`config.mk`:
```
export PLATFORM = sky130hd
export DESIGN_NAME = cs_out_fifo
export DESIGN_NICKNAME = d
export VERILOG_FILES = /design/src/rtl/cs_pkg.sv /design/src/rtl/cs_fifo_mem.sv /design/src/rtl/cs_out_fifo.sv
export SDC_FILE = /design/constraint.sdc
export NUM_CORES = 1
export LEC_CHECK = 0
export ABC_AREA = 1
export ABC_CLOCK_PERIOD_IN_PS = 2700
export CAP_MARGIN = 20
export CORE_ASPECT_RATIO = 1.4
export CORE_UTILIZATION = 50
export CTS_BUF_LIST = sky130_fd_sc_hd__clkbuf_8
export DETAILED_ROUTE_END_ITERATION = 8
export PLACE_DENSITY = 0.68
export SLEW_MARGIN = 25
export SYNTH_ARGS = -nofsm -noshare
export SYNTH_HDL_FRONTEND = slang
export SYNTH_SLANG_ARGS = --single-unit
```
`constraint.sdc`:
```
create_clock -name clk -period 2.7 [get_ports clk]
set_input_delay 0.675 -clock clk [delete_from_list [all_inputs] [get_ports clk]]
set_output_delay 0.675 -clock clk [all_outputs]
set_load 0.02 [all_outputs]
```
`src/rtl/cs_pkg.sv`:
```
// Shared constants for the CS result output path.
package cs_pkg;
    localparam int CS_DW     = 10;
    localparam int CS_WIN    = 9;
    localparam int CS_DROP_W = 16;
endpackage

```
`src/rtl/cs_fifo_mem.sv`:
```
// FIFO storage for cs_out_fifo: one write port, asynchronous read, no reset.
module cs_fifo_mem #(
    parameter int DW    = 10,
    parameter int DEPTH = 16,
    parameter int AW    = $clog2(DEPTH)
) (
    input  logic          clk,
    input  logic          we,
    input  logic [AW-1:0] waddr,
    input  logic [DW-1:0] wdata,
    input  logic [AW-1:0] raddr,
    output logic [DW-1:0] rdata
);

    logic [DW-1:0] mem [DEPTH];

    always_ff @(posedge clk) begin
        if (we) begin
            mem[waddr] <= wdata;
        end
    end

    // Show-ahead head word: read is combinational from the read pointer.
    assign rdata = mem[raddr];

endmodule

```
`src/rtl/cs_out_fifo.sv`:
```
// Output buffer for CS result words: discards warm-up results, then pushes Y every clock.
// Optional drop counter is built when CS_OUTFIFO_DROPCNT_EN is defined.
module cs_out_fifo
    import cs_pkg::*;
#(
    parameter int DW     = CS_DW,
    parameter int DEPTH  = 16,
    parameter int WARMUP = CS_WIN
) (
    input  logic                     clk,
    input  logic                     reset,
    input  logic [DW-1:0]            Y,
    input  logic                     flush,
    input  logic                     out_ready,
    output logic                     out_valid,
    output logic [DW-1:0]            out_data,
    output logic [$clog2(DEPTH):0]   level,
    output logic                     overflow,
    output logic [CS_DROP_W-1:0]     drop_cnt
);

    localparam int AW  = $clog2(DEPTH);
    localparam int PW  = AW + 1;
    localparam int WCW = (WARMUP < 1) ? 1 : $clog2(WARMUP + 1);

    logic [PW-1:0]  wr_ptr_reg;
    logic [PW-1:0]  rd_ptr_reg;
    logic [WCW-1:0] warm_cnt_reg;
    logic           overflow_reg;

    logic           warm_done;
    logic           empty;
    logic           full;
    logic           pop;
    logic           push;
    logic           drop;
    logic [DW-1:0]  head_word;

    assign warm_done = (warm_cnt_reg >= WCW'(WARMUP));
    assign empty     = (wr_ptr_reg == rd_ptr_reg);
    // Same slot index but opposite lap bit means the writer is a full lap ahead.
    assign full      = (wr_ptr_reg[AW] != rd_ptr_reg[AW]) &&
                       (wr_ptr_reg[AW-1:0] == rd_ptr_reg[AW-1:0]);

    assign pop  = !empty && out_ready && !flush;
    assign push = warm_done && !flush && (!full || pop);
    assign drop = warm_done && !flush && full && !pop;

    cs_fifo_mem #(
        .DW    (DW),
        .DEPTH (DEPTH),
        .AW    (AW)
    ) u_mem (
        .clk   (clk),
        .we    (push),
        .waddr (wr_ptr_reg[AW-1:0]),
        .wdata (Y),
        .raddr (rd_ptr_reg[AW-1:0]),
        .rdata (head_word)
    );

    always_ff @(posedge clk or negedge reset) begin
        if (!reset) begin
            wr_ptr_reg   <= '0;
            rd_ptr_reg   <= '0;
            warm_cnt_reg <= '0;
            overflow_reg <= 1'b0;
        end else begin
            if (!warm_done) begin
                warm_cnt_reg <= warm_cnt_reg + WCW'(1);
            end
            if (flush) begin
                wr_ptr_reg   <= '0;
                rd_ptr_reg   <= '0;
                overflow_reg <= 1'b0;
            end else begin
                wr_ptr_reg <= wr_ptr_reg + PW'(push);
                rd_ptr_reg <= rd_ptr_reg + PW'(pop);
                if (drop) begin
                    overflow_reg <= 1'b1;
                end
            end
        end
    end

`ifdef CS_OUTFIFO_DROPCNT_EN
    logic [CS_DROP_W-1:0] drop_cnt_reg;

    always_ff @(posedge clk or negedge reset) begin
        if (!reset) begin
            drop_cnt_reg <= '0;
        end else if (flush) begin
            drop_cnt_reg <= '0;
        end else if (drop && (drop_cnt_reg != {CS_DROP_W{1'b1}})) begin
            drop_cnt_reg <= drop_cnt_reg + CS_DROP_W'(1);
        end
    end

    assign drop_cnt = drop_cnt_reg;
`else
    assign drop_cnt = '0;
`endif

    assign out_valid = !empty;
    assign out_data  = empty ? '0 : head_word;
    assign level     = wr_ptr_reg - rd_ptr_reg;
    assign overflow  = overflow_reg;

endmodule

```
==> flow_summary_export.csv, run 1 <==
group,metric,value,unit
status,status,"finished with violations",
status,violations,"setup timing",
timing,finalCritPeriodShare,100.3,%
timing,finClkSkew,12.36,ps
setup_path,cp_top_family,"buffers and inverters",
power_and_ir_drop,irDropWorstVdd,0.3093,mV
timing,tightest_slew,701.0,ps
timing,timing.setup.tns,-16.71,ps
final_layout,diodes,0,
global_routing,track_usage,23.03,%
clocking,cts_tree,"done",
clocking,cts_made_buffers,17,
clocking,cts.sinks,175,
global_routing,grt_pass1_vias,5089,
floorplanning,core_area,14990,um2
clocking,clockRootBuffer,"clkbuf_8",
clocking,worstSkewPairLatency,450,ps
floorplanning,io_pins,47,
timing,finalSetupViolCount,2,
min_path,hold_class,"reg -> reg",
route,via_per_inst,5.523,
timing,fin_crit,2709,ps
synthesis,netlist_area,7670,um2
floorplanning,start_util,51.18,%
placement,port_buffers,30,
clocking,h-tree-depth,4,
global_routing,grt-ovfl-total,0,
setup_path,path_buf_inv,4,
final_layout,final_common_cell,"nand2_1",
timing,max_slew_margin,53.12,%
timing,fmax,369.1,MHz
timing,layout_setup_ws,-8.990,ps
timing,rsz0062_at_grt,"yes",
floorplanning,die_area,15850,um2
floorplanning,dieHeight,148.5,um
route,routedWlPerCell,18.89,um
setup_path,criticalPathCategory,"reg -> out",
power_and_ir_drop,p_total,5.651,mW
placement,dpl.hpwl,11190,um
setup_path,slowest_stage,"dfrtp_2",
synthesis,synth-seq-area-share,67.54,%
synthesis,synth.distinct_cells,28,
placement,place_congestion,0.9094,
run,drv_cap,0,
power_and_ir_drop,p_per_area,614.3,nW/um2
setup_path,end_kind,"output port",
timing,hold_viol,0,
final_layout,drive_above_1_share,20.45,%
synthesis,syn_avg_cell_area,11.36,um2
synthesis,synth-seq-cells,175,
final_layout,layout.nets,776,
route,vias,5274,
route,drt-initial-drc-count,301,
floorplanning,die_w,106.7,um
global_routing,grt_pass1_wl,26960,um
global_routing,antenna_found_initial,0,
floorplanning,rows,53,
placement,place_ws,-6.670,ps
synthesis,synthesis.instances,675,
route,drt_pass1_iterations,5,
setup_path,path_cells,"buf_12 -> buf_16 -> clkbuf_16 -> nand2_1 -> nand3_1 -> nand3_2 -> nand2_1 -> nand2_1 -> a21oi_2 -> buf_4",
final_layout,largest_reg_flops,160,
route,wirelength,18040,um
setup_path,crit_required,2030,ps
final_layout,layout_common_cells,"nand2_1 (206), edfxtp_1 (160), nand3_1 (99), buf_4 (42), nor2_1 (29)",
setup_path,start_kind,"flop",
clocking,clk_pin_slew_worst_paths,90,ps
setup_path,critPathMaxStageDelay,410,ps
route,drc,0,
synthesis,ys_warn_count,0,
final_layout,area_delta_synth_final,19.93,%
setup_path,crit_top_cell,"nand2_1",
route,postRouteAntennaNets,0,
global_routing,grt_max_degree,39,
timing,maxSlewViolCount,0,
setup_path,cp.arrival,2030,ps
power_and_ir_drop,p_leak,3.623,nW
clocking,clockBufferDepth,2,
setup_path,cp_max_fo,8,
power by group:
group,switching [mW],internal [mW]
logic,0.472,0.341
registers,0.0119,2.99
clock network,0.925,0.911
total,1.41,4.24
through the flow:
stage                     hold WS [ps]  instance area, um2  utilization [%]  std cells
final                            519.4                9199            61.38        955
after global routing             550.4                9199            61.38        955
after CTS                        513.4                8830            58.92        945
after detailed placement         493.4                8378            55.90        910
after global placement           462.0                8378            55.90        910
after floorplan                  379.4                7726                -        690
worst reg2reg max path, cell delays in order, from the launching register on:
cell and delay (ps):
dfrtp_1 430, inv_1 90, ha_1 200, nand3_1 90, nand2_1 160, nor2_2 240
nand4_1 240, nor2_1 370, buf_4 230
timing repair:
item                       in CTS  in global routing
gates resized for setup        75                 46
setup endpoints to repair      15                 15
gates cloned                    2                  9
hold buffers                    0                  0
setup buffers                   1                  1
pin swaps                       1                 15
area by class of cell:
type	count	area, um2
sequential	175	5182
clock buffer	17	234.0
tap	192	240.2
timing repair buffer	91	1061
multi-input combinational	437	2192
fill	1162	5788
clock inverter	15	167.7
inverter	28	121.4
cell families (layout without fill, tap and decap cells):
logic type,after synthesis,after routing,share of synthesized area [%]
other cells,1,16,0.04889
fa+ha+maj,12,12,2.055
compound gates,30,30,2.431
buf+inv,78,151,6.167
flops,175,175,67.54
simple gates,374,374,21.19
xor+xnor,5,5,0.5711
synthesized netlist by cell type, drive strengths merged:
| cell type | count | share of area (%) |
|---|---|---|
| a21oi | 19 | 1.6 |
| and2 | 1 | 0.082 |
| xor2 | 3 | 0.34 |
| edfxtp | 160 | 63 |
| conb | 1 | 0.049 |
| xnor2 | 2 | 0.23 |
| nand2 | 217 | 11 |
| ha | 11 | 1.8 |
| dfrtp | 15 | 4.9 |
| nand3 | 115 | 8.0 |
| buf | 48 | 4.6 |
| a31o | 1 | 0.11 |
| clkbuf | 2 | 0.098 |
| nor2 | 32 | 1.6 |
| nand3b | 1 | 0.26 |
| inv | 28 | 1.4 |
| o21ai | 9 | 0.59 |
| o31ai | 1 | 0.098 |
| nand4 | 5 | 0.41 |
| fa | 1 | 0.26 |
| nor3 | 3 | 0.20 |
worst paths after layout:
| path | slack (ps) | end | depth (start not counted) | from |
|---|---|---|---|---|
| max | -9 | out_data[6] | 10 | rd_ptr_reg[0] |
| max reg2reg | 360 | u_mem.mem[1][2] | 8 | warm_cnt_reg[0] |
| max in group asynchronous | 1570 | rd_ptr_reg[1] | 1 | reset |
| min in group asynchronous | 640 | wr_ptr_reg[2] | 1 | reset |
| min | 520 | overflow | 2 | overflow |
| min reg2reg | 520 | overflow | 2 | overflow |
layer usage:
layer	track usage (%)	routed length [um]	vias up
met4	9.863	538	0
li1	-	-	2436
met3	4.075	962	41
met5	0	0	-
met2	40.26	9467	202
met1	27.87	7069	2595
Note: power is estimated with default switching activity, not from simulation.
==> run 2, diff against run 1 <==
--- a/config.mk
+++ b/config.mk
@@ -6,12 +6,13 @@
 export NUM_CORES = 1
 export LEC_CHECK = 0
 export ABC_AREA = 1
-export ABC_CLOCK_PERIOD_IN_PS = 2700
+export ABC_CLOCK_PERIOD_IN_PS = 2680
 export CAP_MARGIN = 20
 export CORE_ASPECT_RATIO = 1.4
 export CORE_UTILIZATION = 50
 export CTS_BUF_LIST = sky130_fd_sc_hd__clkbuf_8
 export DETAILED_ROUTE_END_ITERATION = 8
+export GPL_TIMING_DRIVEN = 0
 export PLACE_DENSITY = 0.68
 export SLEW_MARGIN = 25
 export SYNTH_ARGS = -nofsm -noshare
==> constraint.sdc (replaced) <==
create_clock -name clk -period 2.68 [get_ports clk]
set_input_delay 0.67 -clock clk [delete_from_list [all_inputs] [get_ports clk]]
set_output_delay 0.67 -clock clk [all_outputs]
set_load 0.02 [all_outputs]
==> run 2 against run 1 <==
Net effect:
- the run still ends with setup timing left
- global-route usage rose by 2.0 points
- register-to-register slack got worse by 310 ps
- clock power fell by 11%
- sequential cell count did not move
- non-clock buffer count rose by 18
- count of clock-buffer cells in the layout did not move
- combinational power fell by 4.4%
- first-iteration DRC count rose by 63%
- utilization rose by 0.65 points
- hold slack got worse by 48 ps
- critical endpoint unchanged
- largest cell class unchanged
==> flow_summary_export.csv, run 2 (synthesis results as in run 1) <==
group,metric,value,unit
status,status,"finished with violations",
status,violations,"setup timing",
floorplanning,die_w,106.7,um
route,via_per_inst,5.493,
floorplanning,dieHeight,148.5,um
floorplanning,start_util,51.18,%
placement,port_buffers,29,
timing,hold_slack,471.0,ps
timing,max_slew_margin,44.21,%
power_and_ir_drop,p_clk_share,30.2,%
final_layout,final_common_cell,"nand2_1",
setup_path,r2r_slack,50,ps
final_layout,layout_common_cells,"nand2_1 (217), edfxtp_1 (160), nand3_1 (107), buf_4 (39), inv_1 (24)",
min_path,holdPathStages,2,
power_and_ir_drop,p_int,3.955,mW
clocking,h-tree-depth,4,
setup_path,regToRegEndpoint,"u_mem.mem[4][8]",
final_layout,stdcell_area,9296,um2
placement,dpl.hpwl,12660,um
final_layout,layout.cells.non_filler,973,
clocking,cts_tree,"done",
setup_path,crit_required,2010,ps
timing,hold_viol,0,
power_and_ir_drop,irDropWorstVdd,0.3735,mV
route,routedWlPerCell,20.22,um
placement,place_inst,911,
timing,timing.setup.tns,-1802,ps
timing,maxSlewViolCount,0,
power_and_ir_drop,p_per_area,585.8,nW/um2
timing,finalSetupViolCount,13,
timing,fin_crit,2861,ps
final_layout,diodes,0,
final_layout,finish.utilization,62.03,%
power_and_ir_drop,switching_share,27.38,%
route,wirelength,19670,um
clocking,cts_made_buffers,17,
clocking,worstSkewPairLatency,460,ps
route,drt_pass1_iterations,5,
power_and_ir_drop,p_leak,3.600,nW
floorplanning,rows,53,
timing,tightest_slew,834.2,ps
timing,fmax,349.5,MHz
setup_path,path_cells,"inv_4 -> buf_8 -> buf_12 -> ha_4 -> nand4_1 -> nor2_4 -> buf_6 -> a21oi_2 -> buf_4",
final_layout,largest_reg_flops,160,
setup_path,cp.arrival,2190,ps
global_routing,antenna_found_initial,0,
clocking,clk_pin_slew_worst_paths,90,ps
final_layout,layout.nets,794,
final_layout,fill_cells,1145,
timing,layout_setup_ws,-181.4,ps
final_layout,drive_above_1_share,22.41,%
global_routing,grt-ovfl-total,0,
setup_path,r2r_start,"rd_ptr_reg[3]",
power_and_ir_drop,p_total,5.446,mW
floorplanning,core_area,14990,um2
global_routing,track_usage,25.03,%
clocking,clockBufferDepth,2,
setup_path,critPathMaxStageDelay,450,ps
run,drv_cap,0,
setup_path,worstRegToRegCells,10,
final_layout,area_delta_synth_final,21.21,%
clocking,hold_buffers,0,
timing,finalCritPeriodShare,106.8,%
setup_path,endpoint,"out_data[6]",
power_and_ir_drop,seqPwrFrac,55.6,%
setup_path,cp_max_fo,5,
placement,place_congestion,0.8700,
power_and_ir_drop,comb_power_share,14.3,%
route,drt-initial-drc-count,491,
clocking,clockRootBuffer,"clkbuf_8",
route,vias,5345,
timing,finClkSkew,14.86,ps
setup_path,criticalPathCategory,"reg -> out",
min_path,hold_class,"in -> reg",
route,drc,0,
floorplanning,io_pins,47,
placement,place_ws,-578.8,ps
setup_path,worstSetupStartpoint,"rd_ptr_reg[1]",
clocking,cts.sinks,175,
global_routing,grt_pass1_wl,28190,um
setup_path,slowest_stage,"dfrtp_2",
setup_path,start_kind,"flop",
global_routing,grt_max_degree,17,
setup_path,end_kind,"output port",
floorplanning,die_area,15850,um2
route,postRouteAntennaNets,0,
power_and_ir_drop,p_sw,1.491,mW
placement,placed_area,8257,um2
global_routing,grt_pass1_vias,4974,
timing,rsz0062_at_grt,"yes",
==> run 2: changes by cell type in the layout (fill, tap and decap cells not counted), moves of 11 or more <==
| cell | delta |
|---|---|
| nor2_4 | +17 |
| nor2_1 | -15 |
| buf_2 | +12 |
| nand2_1 | +11 |
| nand2_2 | -11 |
==> run 2: cell type report <==
class                           instances  area (um2)  area share [%]
Sequential cell                       175        5181           55.73
Multi-Input combinational cell        437        2298           24.72
Timing Repair Buffer                   60       706.9           7.604
Buffer                                 49       409.1           4.401
Tap cell                              192       240.2           2.584
Clock buffer                           17       234.0           2.517
Inverter                               28       115.1           1.238
Clock inverter                         15       111.4           1.198
==> run 2: repair_timing <==
item | 4_1_cts | 5_1_grt
gates resized for setup | 136 | 18
cloned | 1 | 0
buffers inserted | 11 | 19
endpoints found under the setup margin | 178 | 174
pin swaps | 3 | 22
==> run 2: worst min path at each step <==
| stage | startpoint | slack, ps | endpoint |
|---|---|---|---|
| 5_1_grt | flush | 480 | rd_ptr_reg[0] |
| 3_3_place_gp | warm_cnt_reg[3] | 460 | warm_cnt_reg[3] |
| 4_1_cts | flush | 460 | wr_ptr_reg[1] |
| 3_5_place_dp | overflow | 490 | overflow |
| 6_report | flush | 470 | rd_ptr_reg[0] |
| 2_1_floorplan | reset | 370 | overflow |
==> run 2: routing by layer <==
layer  track usage (%)  part of all wire [%]  up-vias
li1                  -                     -     2475
met5                 0                     0        -
met1             30.79                    38     2568
met2             43.10                    52      250
met4             10.68                   3.8        0
met3             4.645                   6.7       52
==> run 2: power groups by stage <==
| stage | sequential, mW | clock [mW] | combinational (mW) |
|---|---|---|---|
| floorplan | 3.08 | 0 | 0.410 |
| global placement | 3.09 | 0 | 0.661 |
| detailed placement | 3.09 | 0 | 0.672 |
| CTS | 3.02 | 1.65 | 0.718 |
| global route | 3.03 | 1.76 | 0.836 |
| finish | 3.03 | 1.64 | 0.777 |
==> run 2: critical path: cells and delay by family, from the launching register on <==
family	cells	cell delay, ps
adders and majority gates	1	250
DFF	1	450
AOI/OAI and AO/OA	1	40
and+or+nand+nor	2	370
buffers and inverters	5	610
==> run 3, diff against run 2 <==
--- a/config.mk
+++ b/config.mk
@@ -6,14 +6,14 @@
 export NUM_CORES = 1
 export LEC_CHECK = 0
 export ABC_AREA = 1
-export ABC_CLOCK_PERIOD_IN_PS = 2680
 export CAP_MARGIN = 20
 export CORE_ASPECT_RATIO = 1.4
-export CORE_UTILIZATION = 50
+export CORE_UTILIZATION = 61
 export CTS_BUF_LIST = sky130_fd_sc_hd__clkbuf_8
 export DETAILED_ROUTE_END_ITERATION = 8
 export GPL_TIMING_DRIVEN = 0
-export PLACE_DENSITY = 0.68
+export PLACE_DENSITY = 0.81
+export SETUP_SLACK_MARGIN = 0.02
 export SLEW_MARGIN = 25
 export SYNTH_ARGS = -nofsm -noshare
 export SYNTH_HDL_FRONTEND = slang
==> run 3 against run 2 <==
Net effect:
- the flow still finishes with violations (setup timing)
- die area decreased by 18%
- non-clock buffer count decreased by 4
- count of clock-buffer cells in the layout unchanged
- combinational power decreased by 4.4%
- sequential share of layout area increased by 0.99 points
- global-route usage increased by 5.2 points
- sequential cell count unchanged
- first-iteration DRC count increased by 30%
- critical path depth increased by 1
- register-to-register slack got worse by 160 ps
- maximum frequency decreased by 1.8%
- largest cell class unchanged
- highest routed layer unchanged
==> flow_summary_export.csv, run 3 (synthesis results as in run 1) <==
group,metric,value,unit
route,via_per_inst,5.970,
route,routedWlPerCell,21.45,um
global_routing,grt_max_degree,17,
final_layout,area_delta_synth_final,19.09,%
global_routing,track_usage,30.22,%
clocking,hold_buffers,0,
clocking,worstSkewPairLatency,460,ps
route,drt_pass1_iterations,8,
final_layout,finish.utilization,74.19,%
timing,hold_viol,0,
timing,finalSetupViolCount,45,
min_path,hold_class,"in -> reg",
placement,placed_area,8209,um2
placement,place_ws,-563.0,ps
run,drv_cap,0,
status,violations,"setup timing",
floorplanning,die_area,13030,um2
clocking,clockBufferDepth,2,
setup_path,crit_required,2010,ps
floorplanning,rows,48,
floorplanning,dieHeight,134.7,um
route,vias,5534,
clocking,clk_pin_slew_worst_paths,80,ps
clocking,h-tree-depth,4,
route,drc,0,
global_routing,grt_pass1_vias,5250,
timing,tightest_slew,886.6,ps
placement,port_buffers,29,
power_and_ir_drop,irDropWorstVdd,0.4567,mV
timing,hold_slack,500.9,ps
clocking,cts.sinks,175,
timing,rsz0062_at_grt,"yes",
route,postRouteAntennaNets,0,
timing,finClkSkew,7.419,ps
final_layout,largest_reg_flops,160,
global_routing,antenna_found_initial,0,
setup_path,r2r_slack,-110,ps
final_layout,fill_cells,774,
timing,finalCritPeriodShare,108.7,%
timing,layout_setup_ws,-232.8,ps
setup_path,cp.arrival,2240,ps
power_and_ir_drop,p_leak,3.585,nW
setup_path,cp_max_fo,5,
status,status,"finished with violations",
final_layout,layout_common_cells,"nand2_1 (217), edfxtp_1 (160), nand3_1 (107), buf_4 (45), inv_1 (24)",
placement,dpl.hpwl,12420,um
clocking,clockRootBuffer,"clkbuf_8",
final_layout,layout.nets,790,
timing,fmax,343.3,MHz
floorplanning,die_w,96.77,um
floorplanning,core_area,12310,um2
timing,timing.setup.tns,-4987,ps
route,drt-initial-drc-count,639,
final_layout,regArea,5181,um2
global_routing,grt-ovfl-total,0,
setup_path,start_kind,"flop",
floorplanning,start_util,62.30,%
global_routing,grt_pass1_wl,28710,um
timing,maxSlewViolCount,0,
placement,place_congestion,0.9130,
final_layout,stdcell_area,9134,um2
floorplanning,io_pins,47,
route,wirelength,19890,um
setup_path,end_kind,"output port",
final_layout,multi_input_area,2262,um2
clocking,cts_tree,"done",
final_layout,final_common_cell,"nand2_1",
timing,max_slew_margin,40.71,%
setup_path,criticalPathCategory,"reg -> out",
power_and_ir_drop,p_per_area,615.1,nW/um2
final_layout,diodes,0,
timing,fin_crit,2913,ps
final_layout,drive_above_1_share,21.88,%
clocking,cts_made_buffers,17,
==> run 3: report_power, final <==
group / internal (mW) / switching [mW] / total (mW)
clock network: 0.919 / 0.932 / 1.85
registers: 3.01 / 0.0120 / 3.03
logic: 0.267 / 0.476 / 0.743
total: 4.20 / 1.42 / 5.62
==> run 3: what timing repair did <==
item                                    4_1_cts  5_1_grt
endpoints found under the hold margin         0        0
pin swaps                                     3       13
endpoints found under the setup margin      178      169
buffers inserted                              9       16
gates cloned                                  1        0
gates resized for setup                     107       31
==> run 3: final timing paths <==
check	from	endpoint	cells past startpoint
worst max-delay path	rd_ptr_reg[1]	out_data[8]	10
worst min-delay path	flush	wr_ptr_reg[1]	2
worst max register to register	rd_ptr_reg[1]	u_mem.mem[0][7]	10
worst min register to register	warm_cnt_reg[3]	warm_cnt_reg[3]	2
max in group asynchronous	reset	wr_ptr_reg[1]	1
min in group asynchronous	reset	wr_ptr_reg[1]	1
==> run 3: final cells by class <==
cell class,instances,area share [%]
flip-flops and latches,175,56.73
multi-input cells,437,24.77
repair buffers,55,6.274
plain buffers,50,4.507
clock buffers,17,2.562
well taps,150,2.055
clock inverters,15,1.849
inverters,28,1.260
==> run 3: critical path, stage by stage (launching register included) <==
cell	delay (ps)
dfrtp_1	380
buf_6	130
inv_4	40
buf_8	110
buf_12	120
ha_4	250
nand4_1	170
nor2_4	210
buf_6	170
a21oi_2	40
buf_4	150
==> run 3: through the flow <==
step,power (mW),instances
after global placement,3.738,869
after CTS,5.557,911
after floorplan,3.493,690
final,5.618,927
after global routing,5.766,927
after detailed placement,3.756,869
==> run 3: metal layers <==
metal  up-vias  wire, um  global-route usage (%)
li1       2467         -                       -
met1      2613      6814                   35.28
met2       368     10340                   51.41
met3        86      1643                   5.021
met4         0      1085                   20.65
met5         -         0                       0
